### src/rtl/tlc_pkg.sv
// Shared definitions for the traffic-light controller datapath: converter
// FSM states, BCD digit constants and a constant-width helper.
package tlc_pkg;

  typedef enum logic {
    IDLE  = 1'b0,
    SHIFT = 1'b1
  } state_e;

  // Largest legal decimal digit; anything above is rejected.
  localparam logic [3:0] BCD_MAX_DIGIT = 4'd9;
  // Reverse double-dabble correction: a digit that reaches 8 after a right
  // shift received a carried-in weight of 8 that is really worth 5.
  localparam logic [3:0] ADJ_THRESH    = 4'd8;
  localparam logic [3:0] ADJ_SUB       = 4'd3;

  // Ceiling log2, usable in constant expressions for counter widths.
  function automatic int clog2(input int value);
    int r;
    r = 0;
    for (int i = 0; i < 31; i++) begin
      if ((1 << i) < value) r = i + 1;
    end
    return r;
  endfunction

endpackage

### src/rtl/bcd_digit_adj.sv
// One-digit correction step of reverse double-dabble: after the right shift
// a digit of 8 or more gets 3 subtracted. No borrow can occur because the
// input is at least 8.
module bcd_digit_adj
  import tlc_pkg::*;
(
  input  logic [3:0] digit_in,
  output logic [3:0] digit_out
);

  // Conditional subtract-3 on a single BCD digit.
  always_comb begin
    digit_out = (digit_in >= ADJ_THRESH) ? digit_in - ADJ_SUB : digit_in;
  end

endmodule

### src/rtl/bcd_to_bin_seq.sv
// Sequential BCD-to-binary converter for operator-entered timer presets.
// Reverse double-dabble, one bit per clock, start/done handshake. A preset
// containing any digit above 9 completes one edge after start with err set
// and a zero result instead of a value.
module bcd_to_bin_seq
  import tlc_pkg::*;
#(
  parameter int NDIG = 2,
  parameter int BW   = 7
) (
  input  logic              clk,
  input  logic              rst,
  input  logic              start,
  input  logic [4*NDIG-1:0] bcd_in,
  output logic              busy,
  output logic              done,
  output logic              err,
  output logic [BW-1:0]     bin_out
);

  localparam int            SW       = 4 * NDIG;
  localparam int            CW       = clog2(SW + 1);
  localparam logic [CW-1:0] LAST_CNT = CW'(SW);

  state_e          state_q, state_d;
  logic [SW-1:0]   bcd_sr_q, bcd_sr_d;
  logic [SW-1:0]   bin_sr_q, bin_sr_d;
  logic [CW-1:0]   cnt_q, cnt_d;
  logic            busy_q, busy_d;
  logic            done_q, done_d;
  logic            err_q, err_d;
  logic            err_pend_q, err_pend_d;
  logic [BW-1:0]   bin_out_q, bin_out_d;

  logic [NDIG-1:0] digit_bad;
  logic            in_bad;
  logic            accept;
  logic            shift_last;
  logic [2*SW-1:0] shifted;
  logic [SW-1:0]   bcd_adj;

  // {bcd_sr,bin_sr} shifted right by one: bcd_sr LSB moves into bin_sr MSB.
  assign shifted = {1'b0, bcd_sr_q, bin_sr_q[SW-1:1]};

  // Per-digit validity check on the live input and correction of the
  // freshly shifted BCD digits.
  for (genvar g = 0; g < NDIG; g++) begin : g_digit
    assign digit_bad[g] = (bcd_in[4*g +: 4] > BCD_MAX_DIGIT);

    bcd_digit_adj u_adj (
      .digit_in  (shifted[SW + 4*g +: 4]),
      .digit_out (bcd_adj[4*g +: 4])
    );
  end

  assign in_bad     = |digit_bad;
  assign accept     = start && !busy_q;
  assign shift_last = (cnt_q == LAST_CNT);

  // State register.
  always_ff @(posedge clk or posedge rst) begin
    // NOTE: sequential state uses non-blocking assignments so every flop
    // samples the pre-edge value of the others, independent of block order.
    if (rst) state_q <= IDLE;
    else     state_q <= state_d;
  end

  // Next-state logic: only valid presets enter SHIFT; SHIFT leaves once all
  // bits have been moved into bin_sr.
  always_comb begin
    // NOTE: every combinational output gets a default first, so no path can
    // leave it unassigned and infer a latch.
    state_d = state_q;
    case (state_q)
      IDLE:    if (accept && !in_bad) state_d = SHIFT;
      SHIFT:   if (shift_last)        state_d = IDLE;
      default: state_d = IDLE;
    endcase
  end

  // Datapath and output next values for each state.
  always_comb begin
    bcd_sr_d   = bcd_sr_q;
    bin_sr_d   = bin_sr_q;
    cnt_d      = cnt_q;
    busy_d     = busy_q;
    done_d     = 1'b0;
    err_d      = err_q;
    err_pend_d = 1'b0;
    bin_out_d  = bin_out_q;
    case (state_q)
      IDLE: begin
        if (err_pend_q) begin
          // Rejected preset: report one edge after capture.
          done_d    = 1'b1;
          err_d     = 1'b1;
          bin_out_d = '0;
          busy_d    = 1'b0;
        end else if (accept) begin
          bcd_sr_d   = bcd_in;
          bin_sr_d   = '0;
          cnt_d      = '0;
          busy_d     = 1'b1;
          err_d      = 1'b0;
          err_pend_d = in_bad;
        end
      end
      SHIFT: begin
        if (shift_last) begin
          bin_out_d = BW'(bin_sr_q);
          done_d    = 1'b1;
          busy_d    = 1'b0;
        end else begin
          bcd_sr_d = bcd_adj;
          bin_sr_d = shifted[SW-1:0];
          cnt_d    = cnt_q + 1'b1;
        end
      end
      default: ;
    endcase
  end

  // Datapath and output registers; reset aborts any conversion in flight.
  always_ff @(posedge clk or posedge rst) begin
    if (rst) begin
      bcd_sr_q   <= '0;
      bin_sr_q   <= '0;
      cnt_q      <= '0;
      busy_q     <= 1'b0;
      done_q     <= 1'b0;
      err_q      <= 1'b0;
      err_pend_q <= 1'b0;
      bin_out_q  <= '0;
    end else begin
      bcd_sr_q   <= bcd_sr_d;
      bin_sr_q   <= bin_sr_d;
      cnt_q      <= cnt_d;
      busy_q     <= busy_d;
      done_q     <= done_d;
      err_q      <= err_d;
      err_pend_q <= err_pend_d;
      bin_out_q  <= bin_out_d;
    end
  end

  assign busy    = busy_q;
  assign done    = done_q;
  assign err     = err_q;
  assign bin_out = bin_out_q;

endmodule

### config.mk
export PLATFORM = sky130hd
export DESIGN_NAME = bcd_to_bin_seq
export DESIGN_NICKNAME = d
export VERILOG_FILES = /design/src/rtl/tlc_pkg.sv /design/src/rtl/bcd_digit_adj.sv /design/src/rtl/bcd_to_bin_seq.sv
export SDC_FILE = /design/constraint.sdc
export NUM_CORES = 1
export LEC_CHECK = 0
export CAP_MARGIN = 10
export CORE_AREA = 2 2 57 59
export DETAILED_ROUTE_END_ITERATION = 6
export DIE_AREA = 0 0 59 61
export GPL_TIMING_DRIVEN = 0
export HOLD_SLACK_MARGIN = 0.03
export PLACE_DENSITY_LB_ADDON = 0.15
export SYNTH_ARGS = -nofsm -noshare
export SYNTH_HDL_FRONTEND = slang
export SYNTH_SLANG_ARGS = --single-unit
### constraint.sdc
create_clock -name clk -period 2.1 [get_ports clk]
set_clock_uncertainty 0.2 [all_clocks]
set_input_delay 0.315 -clock clk [delete_from_list [all_inputs] [get_ports clk]]
set_output_delay 0.315 -clock clk [all_outputs]
set_load 0.005 [all_outputs]
# Word-level counts from Yosys, hierarchy flattened
# Index checks and enable logic that the tools add are counted.
# Widths: inputs -> output; s select.
[word_totals] wordCells=66 regBits=32 input_bits=11
[classes] bitwise_logic=1 n_lt_le_gt_ge=4 eq_ne=7 addsub=3 n_mux=32 reduce_logical=10
[op_table] operator="$mux 8" count=6
[op_table] operator="$pmux 8 s2" count=2
[op_table] operator="$mux 4" count=5
[op_table] operator="$mux 7" count=2
[op_table] operator="$pmux 7 s2" count=1
[op_table] operator="$mux 1" count=12
[op_table] operator="$gt 4x4->1 const B" count=2
[op_table] operator="$ne 2x2->1 const B" count=4
[op_table] operator="$pmux 4 s2" count=1
[op_table] operator="$pmux 1 s2" count=3
[op_table] operator="$reduce_and 2->1" count=3
[op_table] operator="$add 4x1->4 const B" count=1
[op_table] operator="$eq 4x4->1 const B" count=1
[op_table] operator="$ge 3x4->1 const B" count=1
[op_table] operator="$ge 4x4->1 const B" count=1
[op_table] operator="$sub 3x2->4 const B" count=1
[op_table] operator="$sub 4x2->4 const B" count=1
[op_table] operator="$ne 3x3->1 const B" count=1
[op_table] operator="$reduce_and 3->1" count=1
[op_table] operator="$logic_and 1x1->1" count=2
[op_table] operator="$logic_not 1->1" count=2
[op_table] operator="$ne 2x1->1 const B" count=1
[op_table] operator="$reduce_bool 2->1" count=1
[op_table] operator="$reduce_or 2->1" count=1
[op_table] operator="$not 1->1" count=1

# Depth between registers and ports, before layout
[logic_depth] word_depth=6 depth_mapped=7 mapped_depth_nobuf=5

# By module
# Synthesis repeated with hierarchy kept, for this count alone.
[hier_totals] cells_unflattened=141 hier_area_um2=1647.8
[modules_own_cells] mod="bcd_to_bin_seq" cells_each=119 area_per_inst_um2=1495.2 seq_area_each_um2=800.8 instances=1
[modules_own_cells] mod="bcd_digit_adj" cells_each=11 area_per_inst_um2=76.3 seq_area_each_um2=0.0 instances=2

# Least setup slack after synthesis
# OpenSTA, ideal clock, no wires.
[synth_timing] path_type="register to register" from="register cnt_q[0]" to="register bcd_sr_q[2]" stages_incl_launch_ff=7 period_less_slack_ns=1.720 arrival_time_ns=1.393 setup_time_ns=0.127 slack_ns=0.380 t_required_ns=1.773 cell_sequence="dfrtp_1 > inv_1 > ha_1 > nand4b_4 > o211a_1 > buf_6 > mux2_1"
[synth_between] elab_chain_len=3
[synth_rtl] item="from (decl)" line_no="bcd_to_bin_seq.sv:28" text="logic [CW-1:0] cnt_q, cnt_d;"
[synth_rtl] item="from (signal assigned)" line_no="bcd_to_bin_seq.sv:137" text="cnt_q <= cnt_d;"
[synth_rtl] item="$eq 4x4->1" line_no="bcd_to_bin_seq.sv:58" text="assign shift_last = (cnt_q == LAST_CNT);"
[synth_rtl] item="$ne 2x2->1 (no source line)"
[synth_rtl] item="$reduce_and 3->1 (no source line)"
[synth_rtl] item="to (signal assigned)" line_no="bcd_to_bin_seq.sv:135" text="bcd_sr_q <= bcd_sr_d;"
[synth_rtl] item="to (decl)" line_no="bcd_to_bin_seq.sv:26" text="logic [SW-1:0] bcd_sr_q, bcd_sr_d;"
# Every way passes these cells.
# A chain may end at the register's enable or synchronous reset.

# Worst setup path after layout
[layout_timing] from="register cnt_q[0]" to="register bcd_sr_q[1]"
# The elaborated chain is that of the path after synthesis.

==> results.toml <==
[sta]
relSlewSlack = 0.559
fin_ws_ns = 0.169
tns_ns = 0
period_share = 0.920
worstMarginPinSlew_ns = 0.652
rsz0062_at_grt = "no"
fmax_mhz = 518
finalCriticalPeriod_ns = 1.93
setup_viol = 0
drv_slew = 0
hold_viol = 0

[route]
firstDrtPassIters = 5
ant_nets = 0
drtIter0Drc = 43
avgRoutedWirePerCell_um = 14.8
drc_errors = 0
drt-vias-per-instance = 5.55
num_vias = 1094
wirelength_um = 2920

[worst_setup_path]
slowest_stage = "dfrtp_1"
path_buf_inv = 2
critPathCaptureType = "flip-flop"
rr_worst_depth = 6
path_depth = 6
max_stage_delay_ns = 0.43
arrival_ns = 1.96
critPathTopFamily = "flip-flops"
crit_type = "flip-flop to flip-flop"
critical_path_peak_fanout = 10
critPathLaunchType = "flip-flop"
worstPathRequired_ns = 2.13
crit_chain = "inv_1 -> ha_1 -> nand4b_4 -> o211a_1 -> buf_6 -> mux2_1"

[global_routing]
antenna_found_initial = 0
grt_first_pass_wirelength_um = 5110
grt_usage = 0.195
grt_pass1_vias = 1107
grt-ovfl-total = 0
grt_max_degree = 33

[cts]
cts.sinks = 32
cts_buffers = 5
clk_transition_reported_paths_ns = 0.12
hold_buffers = 0
clock-root-buffer = "clkbuf_4"
post_cts_buffers = 0
clock_latency_ns = 0.35
htree_levels = 2
post_cts_resized = 0
tritoncts = "built"
cts.path.max_buffers = 2

[logic_synthesis]
synth_nets = 150
synth-main-ff-cell = "dfrtp_1"
synth_area_um2 = 1520
yosys_register_bits = 32
synthCells = 135
yosys_warnings = 0
async_flop_share = 1.00
ys_seq_area_frac = 0.527
yosysUniqueCellTypes = 32
syn_avg_cell_area_um2 = 11.3
synth_edf_count = 0

[floorplan]
die_area_um2 = 3600
num_rows = 20
initial_core_util = 0.514
io-pin-count = 21
die_x_um = 59
die_h_um = 61
core_um2 = 2950

[power_and_ir_drop]
p_total_mw = 2.65
power.density_nw_per_um2 = 1420
leakage_nw = 0.885
vdd_drop_max_uv = 643

[finish]
area_growth_pct = 23.0
nets = 178
num-fill-cells = 241
drive_gt1_frac = 0.146
num_antenna_cells = 0

[outcome]
status = "completed"

[placed_design]
dpl.hpwl_um = 2060
gp_congestion = 0.719
io_buffers = 20
dp_slack_ns = 0.135

[hold_path]
hold_class = "primary input to async pin"

[flow_run]
cap_violations = 0
## report_power, final
part           switching, mW  total, mW  internal (mW)
combinational          0.495       1.09          0.598
clock                  0.227      0.475          0.248
sequential             0.218       1.08          0.865
total                  0.940       2.65           1.71
## metal layers
metal  global-route usage  routed length, um  up-vias
li1                     -                  -      528
met1                0.252               1320      534
met2                0.302               1430       27
met3               0.0682                144        5
met4               0.0779                 25        0
met5                    0                  0        -
## layout make-up
cell class	count	area, um2	share of cell area
Multi-Input combinational cell	81	609	0.326
Inverter	16	60.1	0.0322
Clock inverter	3	42.5	0.0228
Tap cell	33	41.3	0.0221
Timing Repair Buffer	21	228	0.122
Buffer	6	48.8	0.0261
Sequential cell	32	801	0.429
Clock buffer	5	37.5	0.0201
## through the flow
step / utilization / cell area [um2] / hold slack, ns / instances
3_3_place_gp: 0.596 / 1760 / 0.264 / 188
2_1_floorplan: - / 1520 / 0.231 / 135
6_report: 0.633 / 1870 / 0.0271 / 197
4_1_cts: 0.623 / 1840 / 0.299 / 196
3_5_place_dp: 0.596 / 1760 / 0.269 / 188
5_1_grt: 0.633 / 1870 / 0.0486 / 197
## cell usage in the layout (no fill, tap or decap), types with 2 or more instances in the layout
cell	n
buf_2	3
nand3_1	12
clkbuf_4	5
mux2_2	4
mux2_1	5
nand2_1	6
clkdlybuf4s50_1	20
nor2_1	3
dfrtp_1	32
o21ai_0	15
ha_1	4
a21oi_1	2
buf_6	3
a22o_1	7
inv_1	16
nor2b_1	3
mux2i_1	3
## registers in the layout (all words and copies together), names as in the netlist
| register | flops |
|---|---|
| bcd_sr_q | 8 |
| bin_out | 7 |
| bin_sr_q | 8 |
| busy | 1 |
| cnt_q | 4 |
| done | 1 |
| err | 1 |
| err_pend_q | 1 |
| state_q | 1 |
## synthesized netlist by cell type (all sizes together) (2+ instances only)
master / count / area share
nand3: 12 / 0.040
mux2: 9 / 0.067
o21ai: 15 / 0.049
ha: 4 / 0.033
dfrtp: 32 / 0.53
nor2b: 3 / 0.012
inv: 16 / 0.040
a22o: 7 / 0.040
nand2: 6 / 0.015
nor2: 4 / 0.012
mux2i: 3 / 0.020
a21oi: 2 / 0.0066
buf: 6 / 0.032
## path summary, 6_finish.rpt
kind	startpoint	endpoint	slack [ns]
max reg2reg	cnt_q[0]$_DFFE_PP0P_	bcd_sr_q[1]$_DFFE_PP0P_	0.17
min	rst	bin_out[0]$_DFFE_PP0P_	0.03
max in group asynchronous	rst	bcd_sr_q[5]$_DFFE_PP0P_	1.21
max	cnt_q[0]$_DFFE_PP0P_	bcd_sr_q[1]$_DFFE_PP0P_	0.17
min reg2reg	bcd_sr_q[6]$_DFFE_PP0P_	bcd_sr_q[6]$_DFFE_PP0P_	0.29
min in group clk	bcd_sr_q[6]$_DFFE_PP0P_	bcd_sr_q[6]$_DFFE_PP0P_	0.29
## logic make-up (layout without fill, tap and decap cells)
group	count (synthesis)	in the layout	share of synthesized area
muxes	12	12	0.0865
DFF	32	32	0.527
xor gates and xnor gates	2	2	0.0115
and+or+nand+nor	34	34	0.138
adders and majority gates	4	4	0.0330
buffers and inverters	22	51	0.0717
AOI/OAI and AO/OA	29	29	0.132
Note: power is estimated with default switching activity, not from simulation.
